## src/rtl/sd_arb_pkg.sv

```systemverilog
// Shared types and constants for the SD drive arbiter.
// Host field widths, arbiter FSM states and the round-robin index step.
package sd_arb_pkg;

  localparam int unsigned SD_LBA_W = 32;
  localparam int unsigned SD_BLK_W = 6;
  localparam int unsigned MAX_NDR  = 4;

  typedef enum logic [1:0] {
    StIdle,
    StIssue,
    StXfer,
    StGap
  } arb_state_e;

  // Step a drive index by one, wrapping at the real drive count rather than MAX_NDR.
  function automatic logic [1:0] next_idx(logic [1:0] idx, int unsigned n);
    if (32'(idx) + 32'd1 >= n) begin
      return 2'd0;
    end
    return idx + 2'd1;
  endfunction

endpackage

```

## src/rtl/rr_pick.sv

```systemverilog
// Combinational round-robin picker.
// Returns the first set request at or after ptr, searching upward and wrapping at N.
module rr_pick
  import sd_arb_pkg::*;
#(
  parameter int unsigned N = 2
) (
  input  logic [N-1:0] req,
  input  logic [1:0]   ptr,
  output logic         valid,
  output logic [1:0]   idx
);

  logic [MAX_NDR-1:0] req_ext;
  logic [2:0]         cand;

  assign req_ext = MAX_NDR'(req);

  always_comb begin
    valid = 1'b0;
    idx   = 2'd0;
    cand  = 3'd0;
    for (int unsigned k = 0; k < N; k++) begin
      cand = {1'b0, ptr} + 3'(k);
      if (32'(cand) >= N) begin
        cand = cand - 3'(N);
      end
      if (!valid && req_ext[cand[1:0]]) begin
        valid = 1'b1;
        idx   = cand[1:0];
      end
    end
  end

endmodule

```

## src/rtl/sd_drive_arbiter.sv

```systemverilog
// Shares one host SD block port among NDR drives: round-robin grant, one transfer in flight,
// request fields latched at grant and ack routed back to the granted drive only.
module sd_drive_arbiter
  import sd_arb_pkg::*;
#(
  parameter int unsigned NDR     = 2,
  parameter int unsigned TIMEOUT = 2**22
) (
  input  logic                    clk_sys,
  input  logic                    reset_n,
  input  logic [NDR*SD_LBA_W-1:0] drv_lba,
  input  logic [NDR*SD_BLK_W-1:0] drv_blk_cnt,
  input  logic [NDR-1:0]          drv_rd,
  input  logic [NDR-1:0]          drv_wr,
  input  logic [NDR*8-1:0]        drv_buff_din,
  output logic [NDR-1:0]          drv_ack,
  output logic [SD_LBA_W-1:0]     sd_lba,
  output logic [SD_BLK_W-1:0]     sd_blk_cnt,
  output logic                    sd_rd,
  output logic                    sd_wr,
  input  logic                    sd_ack,
  output logic [7:0]              sd_buff_din,
  output logic                    busy,
  output logic [1:0]              grant,
  output logic                    timeout_err
);

  localparam int unsigned   TW   = (TIMEOUT > 1) ? $clog2(TIMEOUT) : 1;
  localparam logic [TW-1:0] TMAX = TW'(TIMEOUT - 1);

  // Per-drive views padded to MAX_NDR so a 2-bit index never leaves the array.
  logic [SD_LBA_W-1:0] lba_arr [MAX_NDR];
  logic [SD_BLK_W-1:0] cnt_arr [MAX_NDR];
  logic [7:0]          din_arr [MAX_NDR];
  logic [MAX_NDR-1:0]  rd_ext;
  logic [MAX_NDR-1:0]  req_ext;

  for (genvar i = 0; i < MAX_NDR; i++) begin : g_unpack
    if (i < NDR) begin : g_drv
      assign lba_arr[i] = drv_lba[i*SD_LBA_W +: SD_LBA_W];
      assign cnt_arr[i] = drv_blk_cnt[i*SD_BLK_W +: SD_BLK_W];
      assign din_arr[i] = drv_buff_din[i*8 +: 8];
      assign rd_ext[i]  = drv_rd[i];
      assign req_ext[i] = drv_rd[i] | drv_wr[i];
    end else begin : g_pad
      assign lba_arr[i] = '0;
      assign cnt_arr[i] = '0;
      assign din_arr[i] = '0;
      assign rd_ext[i]  = 1'b0;
      assign req_ext[i] = 1'b0;
    end
  end

  arb_state_e          state_q, state_d;
  logic [1:0]          grant_q, grant_d;
  logic [1:0]          ptr_q, ptr_d;
  logic [SD_LBA_W-1:0] lba_q, lba_d;
  logic [SD_BLK_W-1:0] cnt_q, cnt_d;
  logic                dir_wr_q, dir_wr_d;
  logic [TW-1:0]       timer_q, timer_d;
  logic                err_q, err_d;

  logic                pick_valid;
  logic [1:0]          pick_idx;

  rr_pick #(
    .N(NDR)
  ) u_rr_pick (
    .req  (drv_rd | drv_wr),
    .ptr  (ptr_q),
    .valid(pick_valid),
    .idx  (pick_idx)
  );

  always_comb begin
    state_d  = state_q;
    grant_d  = grant_q;
    ptr_d    = ptr_q;
    lba_d    = lba_q;
    cnt_d    = cnt_q;
    dir_wr_d = dir_wr_q;
    timer_d  = timer_q;
    err_d    = 1'b0;
    unique case (state_q)
      StIdle: begin
        if (pick_valid) begin
          grant_d  = pick_idx;
          lba_d    = lba_arr[pick_idx];
          cnt_d    = cnt_arr[pick_idx];
          dir_wr_d = ~rd_ext[pick_idx];
          timer_d  = '0;
          state_d  = StIssue;
        end
      end
      StIssue: begin
        // Ack beats a same-cycle withdrawal; the host has already committed.
        if (sd_ack) begin
          state_d = StXfer;
        end else if (!req_ext[grant_q]) begin
          state_d = StIdle;
        end else if (timer_q == TMAX) begin
          err_d   = 1'b1;
          ptr_d   = next_idx(grant_q, NDR);
          state_d = StIdle;
        end else begin
          timer_d = timer_q + 1'b1;
        end
      end
      StXfer: begin
        if (!sd_ack) begin
          state_d = StGap;
        end
      end
      StGap: begin
        ptr_d   = next_idx(grant_q, NDR);
        state_d = StIdle;
      end
      default: state_d = StIdle;
    endcase
  end

  always_ff @(posedge clk_sys or negedge reset_n) begin
    if (!reset_n) begin
      state_q  <= StIdle;
      grant_q  <= 2'd0;
      ptr_q    <= 2'd0;
      lba_q    <= '0;
      cnt_q    <= '0;
      dir_wr_q <= 1'b0;
      timer_q  <= '0;
      err_q    <= 1'b0;
    end else begin
      state_q  <= state_d;
      grant_q  <= grant_d;
      ptr_q    <= ptr_d;
      lba_q    <= lba_d;
      cnt_q    <= cnt_d;
      dir_wr_q <= dir_wr_d;
      timer_q  <= timer_d;
      err_q    <= err_d;
    end
  end

  always_comb begin
    drv_ack = '0;
    for (int unsigned i = 0; i < NDR; i++) begin
      drv_ack[i] = (state_q == StXfer) && sd_ack && (grant_q == 2'(i));
    end
  end

  assign sd_rd       = (state_q == StIssue) && !dir_wr_q;
  assign sd_wr       = (state_q == StIssue) && dir_wr_q;
  assign busy        = (state_q != StIdle);
  assign grant       = grant_q;
  assign sd_lba      = lba_q;
  assign sd_blk_cnt  = cnt_q;
  assign timeout_err = err_q;
  assign sd_buff_din = din_arr[grant_q];

endmodule
```

## config.mk

```make
export PLATFORM = sky130hd
export DESIGN_NAME = sd_drive_arbiter
export DESIGN_NICKNAME = d
export VERILOG_FILES = /design/src/rtl/sd_arb_pkg.sv /design/src/rtl/rr_pick.sv /design/src/rtl/sd_drive_arbiter.sv
export SDC_FILE = /design/constraint.sdc
export NUM_CORES = 1
export LEC_CHECK = 0
export CORE_MARGIN = 4
export CORE_UTILIZATION = 32
export DETAILED_ROUTE_END_ITERATION = 6
export GPL_TIMING_DRIVEN = 1
export PLACE_DENSITY_LB_ADDON = 0.2
export REMOVE_ABC_BUFFERS = 1
export SLEW_MARGIN = 25
export SYNTH_ARGS = -nofsm -noshare
export SYNTH_HDL_FRONTEND = slang
export SYNTH_SLANG_ARGS = --single-unit
```

## constraint.sdc

```tcl
create_clock -name clk_sys -period 2.3 [get_ports clk_sys]
set_clock_uncertainty 0.1 [all_clocks]
set_input_delay 0.69 -clock clk_sys [delete_from_list [all_inputs] [get_ports clk_sys]]
set_output_delay 0.69 -clock clk_sys [all_outputs]
set_load 0.05 [all_outputs]
```

==> results.yml, run 1 <==
yosys:
  synth_cell_types: 46
  synth_area_per_cell_um2: 9.553
  syn_area_um2: 3563
  synth-main-ff-cell: "dfrtp_1"
  ys_ff_latch: 68
  async_reset_ff_share_pct: 100.0
  synth_cells: 373
  synth_edf_count: 0
  yosys_warnings: 0
  yosysSeqAreaShare_pct: 47.75
floorplanning:
  ioPinCount: 153
  die-area_um2: 12890
  die_w_um: 113.5
  rows: 38
  core-area_um2: 10890
  die_h_um: 113.5
  start_util_pct: 32.73
layout:
  final_common_cell: "clkdlybuf4s50_1"
  syn_to_final_growth_pct: 61.94
  final_util_pct: 53.00
  fin_area_um2: 5771
  fillers: 971
  antenna_cells: 0
  drive_gt1_share_pct: 21.12
  most-common-layout-cells: "78 x clkdlybuf4s50_1, 67 x dfrtp_1, 62 x buf_4"
  fin_nets: 653
grt:
  grt_max_degree: 69
  globalRouteOverflowTotal: 0
  grt_use_total_pct: 16.28
  antenna_found_initial: 0
  grt_pass1_vias: 3472
  grt_pass1_wl_mm: 16.70
critical_path:
  cp.required_ns: 1.51
  cp_cell_sequence: "nand2b_2, nor2_2, buf_12"
  critPathSlowestCell: "dfrtp_1"
  critPathBufInv: 1
  crit_path_start_kind: "register"
  criticalPathCategory: "register to output pin"
  slowest_delay_ns: 0.45
  crit_path_end_kind: "output pin"
  critPathArrivalTime_ns: 1.47
  cp_top_family: "simple AND/OR/NAND/NOR gates"
  critPathMaxFanout: 7
  regToRegSetupSlack_ns: 0.11
placed_design:
  gp_congestion: 0.8097
  hpwl_mm: 8.134
  placed_cell_area_um2: 5503
  io_buffers: 152
route:
  vias_per_cell: 4.880
  route.detailed.drc: 0
  routedWlPerCell_um: 15.03
  ant_nets: 0
  wl_mm: 10.43
  route.vias.total: 3387
  drt_first_pass_iters: 4
  drt_iter0_markers: 82
power:
  vdd_drop_max_uv: 552.0
  power.leakage_uw: 0.002683
  powerDensity_nw_per_um2: 1249
sta:
  worst_pin_slew_ns: 0.5453
  relSlewSlack_pct: 63.31
  maxSlewViolCount: 0
  whs_ns: 0.2656
  rsz0062_at_grt: "true"
  finalSetupTns_ns: 0
  hold_viol: 0
  finalSetupViolations: 0
  period_needed_ns: 2.257
  post-route-period-util_pct: 98.13
  timing.fmax_mhz: 443.0
clocking:
  htree_levels: 3
  ctsLongestPathBuffers: 2
  cts_tree: "built"
  clk-insertion-delay-late_ns: 0.34
  clk_pin_slew_ns: 0.07
  root_buffer: "clkbuf_8"
  cts_buffers: 9
  cts_num_sinks: 68
hold_path:
  hold_path.class: "input port to asynchronous set/reset pin"
flow_run:
  cap_violations: 0
outcome:
  status: "finished, final reports clean"
stage by stage:
| step | worst slack (ns) | instances | power, uW |
|---|---|---|---|
| 3_5_place_dp | -0.4249 | 677 | 6177 |
| 2_1_floorplan | -1.843 | 354 | 4460 |
| 6_report | 0.04291 | 694 | 7205 |
| 5_1_grt | -0.01297 | 694 | 7620 |
| 4_1_cts | 0.0005507 | 693 | 7236 |
| 3_3_place_gp | -0.3615 | 677 | 6108 |
worst register-to-register path: cells and delay by family, from the launching register on:
kind                       cells  cell delay [ns]
and+or+nand+nor                3             0.77
DFF                            1             0.39
buffers and inverters          1             0.21
AOI/OAI and AO/OA              1             0.08
adders and majority gates      1             0.18
muxes                          1             0.36
layer usage:
layer  wire [um]  vias up  track usage (%)
met3         941        9            7.162
met2        4927      114            26.03
met1        4442     1568            19.82
met4         122        0            5.128
li1            -     1696                -
met5           0        -                0
registers in the layout, summed over array words and instances (netlist names), named ones only:
signal,count
grant,2
ptr_q,2
dir_wr_q,1
timer_q,22
sd_lba,32
state_q,1
timeout_err,1
sd_blk_cnt,6
Yosys cell counts (2+ instances only):
cell type   n  share of area (%)
o41ai_1     3               0.74
a21oi_1     7               0.98
or2_1       2               0.35
and4_1      3               0.74
a31oi_1     7                1.2
nand2b_1    2               0.35
a31o_2      2               0.49
and2_1      7                1.2
a21o_1      2               0.42
buf_1       4               0.42
nand2_1    58                6.1
and3_1      5               0.88
o31ai_1     5                1.1
nand4_1     6                1.1
o21ai_0    62                8.7
nand3_1     8                1.1
inv_1       4               0.42
nor4_1      2               0.35
nor2_1     22                2.3
buf_2       5               0.70
nor3_1      4               0.56
ha_1        4                1.4
mux2i_1    47                 13
a22o_1      2               0.49
clkbuf_1   10                1.1
nor2b_1     3               0.53
dfrtp_1    68                 48
logic make-up (layout without fill, tap and decap cells):
kind of cell | after synthesis | after routing | share of synthesized area [%]
AO/OA/AOI/OAI | 101 | 101 | 16.99
XOR/XNOR | 1 | 1 | 0.2458
adder cells (fa/ha/maj) | 4 | 4 | 1.405
buffers and inverters | 23 | 204 | 2.598
flip-flops | 68 | 68 | 47.75
multiplexers | 48 | 48 | 13.52
AND/OR/NAND/NOR | 128 | 128 | 17.49
where the power goes:
| part | internal (uW) | switching, uW | total [uW] |
|---|---|---|---|
| sequential | 1600 | 257 | 1860 |
| combinational | 1600 | 2720 | 4320 |
| clock | 586 | 433 | 1020 |
layout make-up:
type | count | area, um2 | share of cell area, %
clock buffers | 14 | 172.7 | 2.992
clock inverters | 1 | 30.03 | 0.5204
well taps | 140 | 175.2 | 3.036
flip-flops and latches | 68 | 1703 | 29.51
inverters | 4 | 15.01 | 0.2602
repair buffers | 185 | 1836 | 31.81
multi-input cells | 282 | 1839 | 31.87
worst paths after layout:
| path | from | endpoint | depth (start not counted) |
|---|---|---|---|
| min | reset_n | timer_q[13] | 2 |
| max in group asynchronous | reset_n | grant[0] | 2 |
| max reg2reg | timer_q[0] | ptr_q[0] | 7 |
| min reg2reg | sd_lba[30] | sd_lba[30] | 2 |
| max | register | sd_rd | 3 |
| min in group clk_sys | sd_lba[30] | sd_lba[30] | 2 |
timing repair:
item | in CTS | in global routing
hold endpoints to repair | 0 | 0
buffers inserted | 1 | 0
gates cloned | 0 | 1
hold buffers | 0 | 0
pin swaps | 9 | 5
setup endpoints to repair | 26 | 32
resized for setup | 30 | 15
No activity file was read; power rests on OpenSTA's default activity.
==> run 2: changes to the inputs <==
--- a/config.mk
+++ b/config.mk
@@ -11,7 +11,7 @@
 export GPL_TIMING_DRIVEN = 1
 export PLACE_DENSITY_LB_ADDON = 0.2
 export REMOVE_ABC_BUFFERS = 1
-export SLEW_MARGIN = 25
+export SLEW_MARGIN = 20
 export SYNTH_ARGS = -nofsm -noshare
 export SYNTH_HDL_FRONTEND = slang
 export SYNTH_SLANG_ARGS = --single-unit
==> results of run 2 <==
Same layout as run 1: the final DEF is identical, and so are final timing and power.
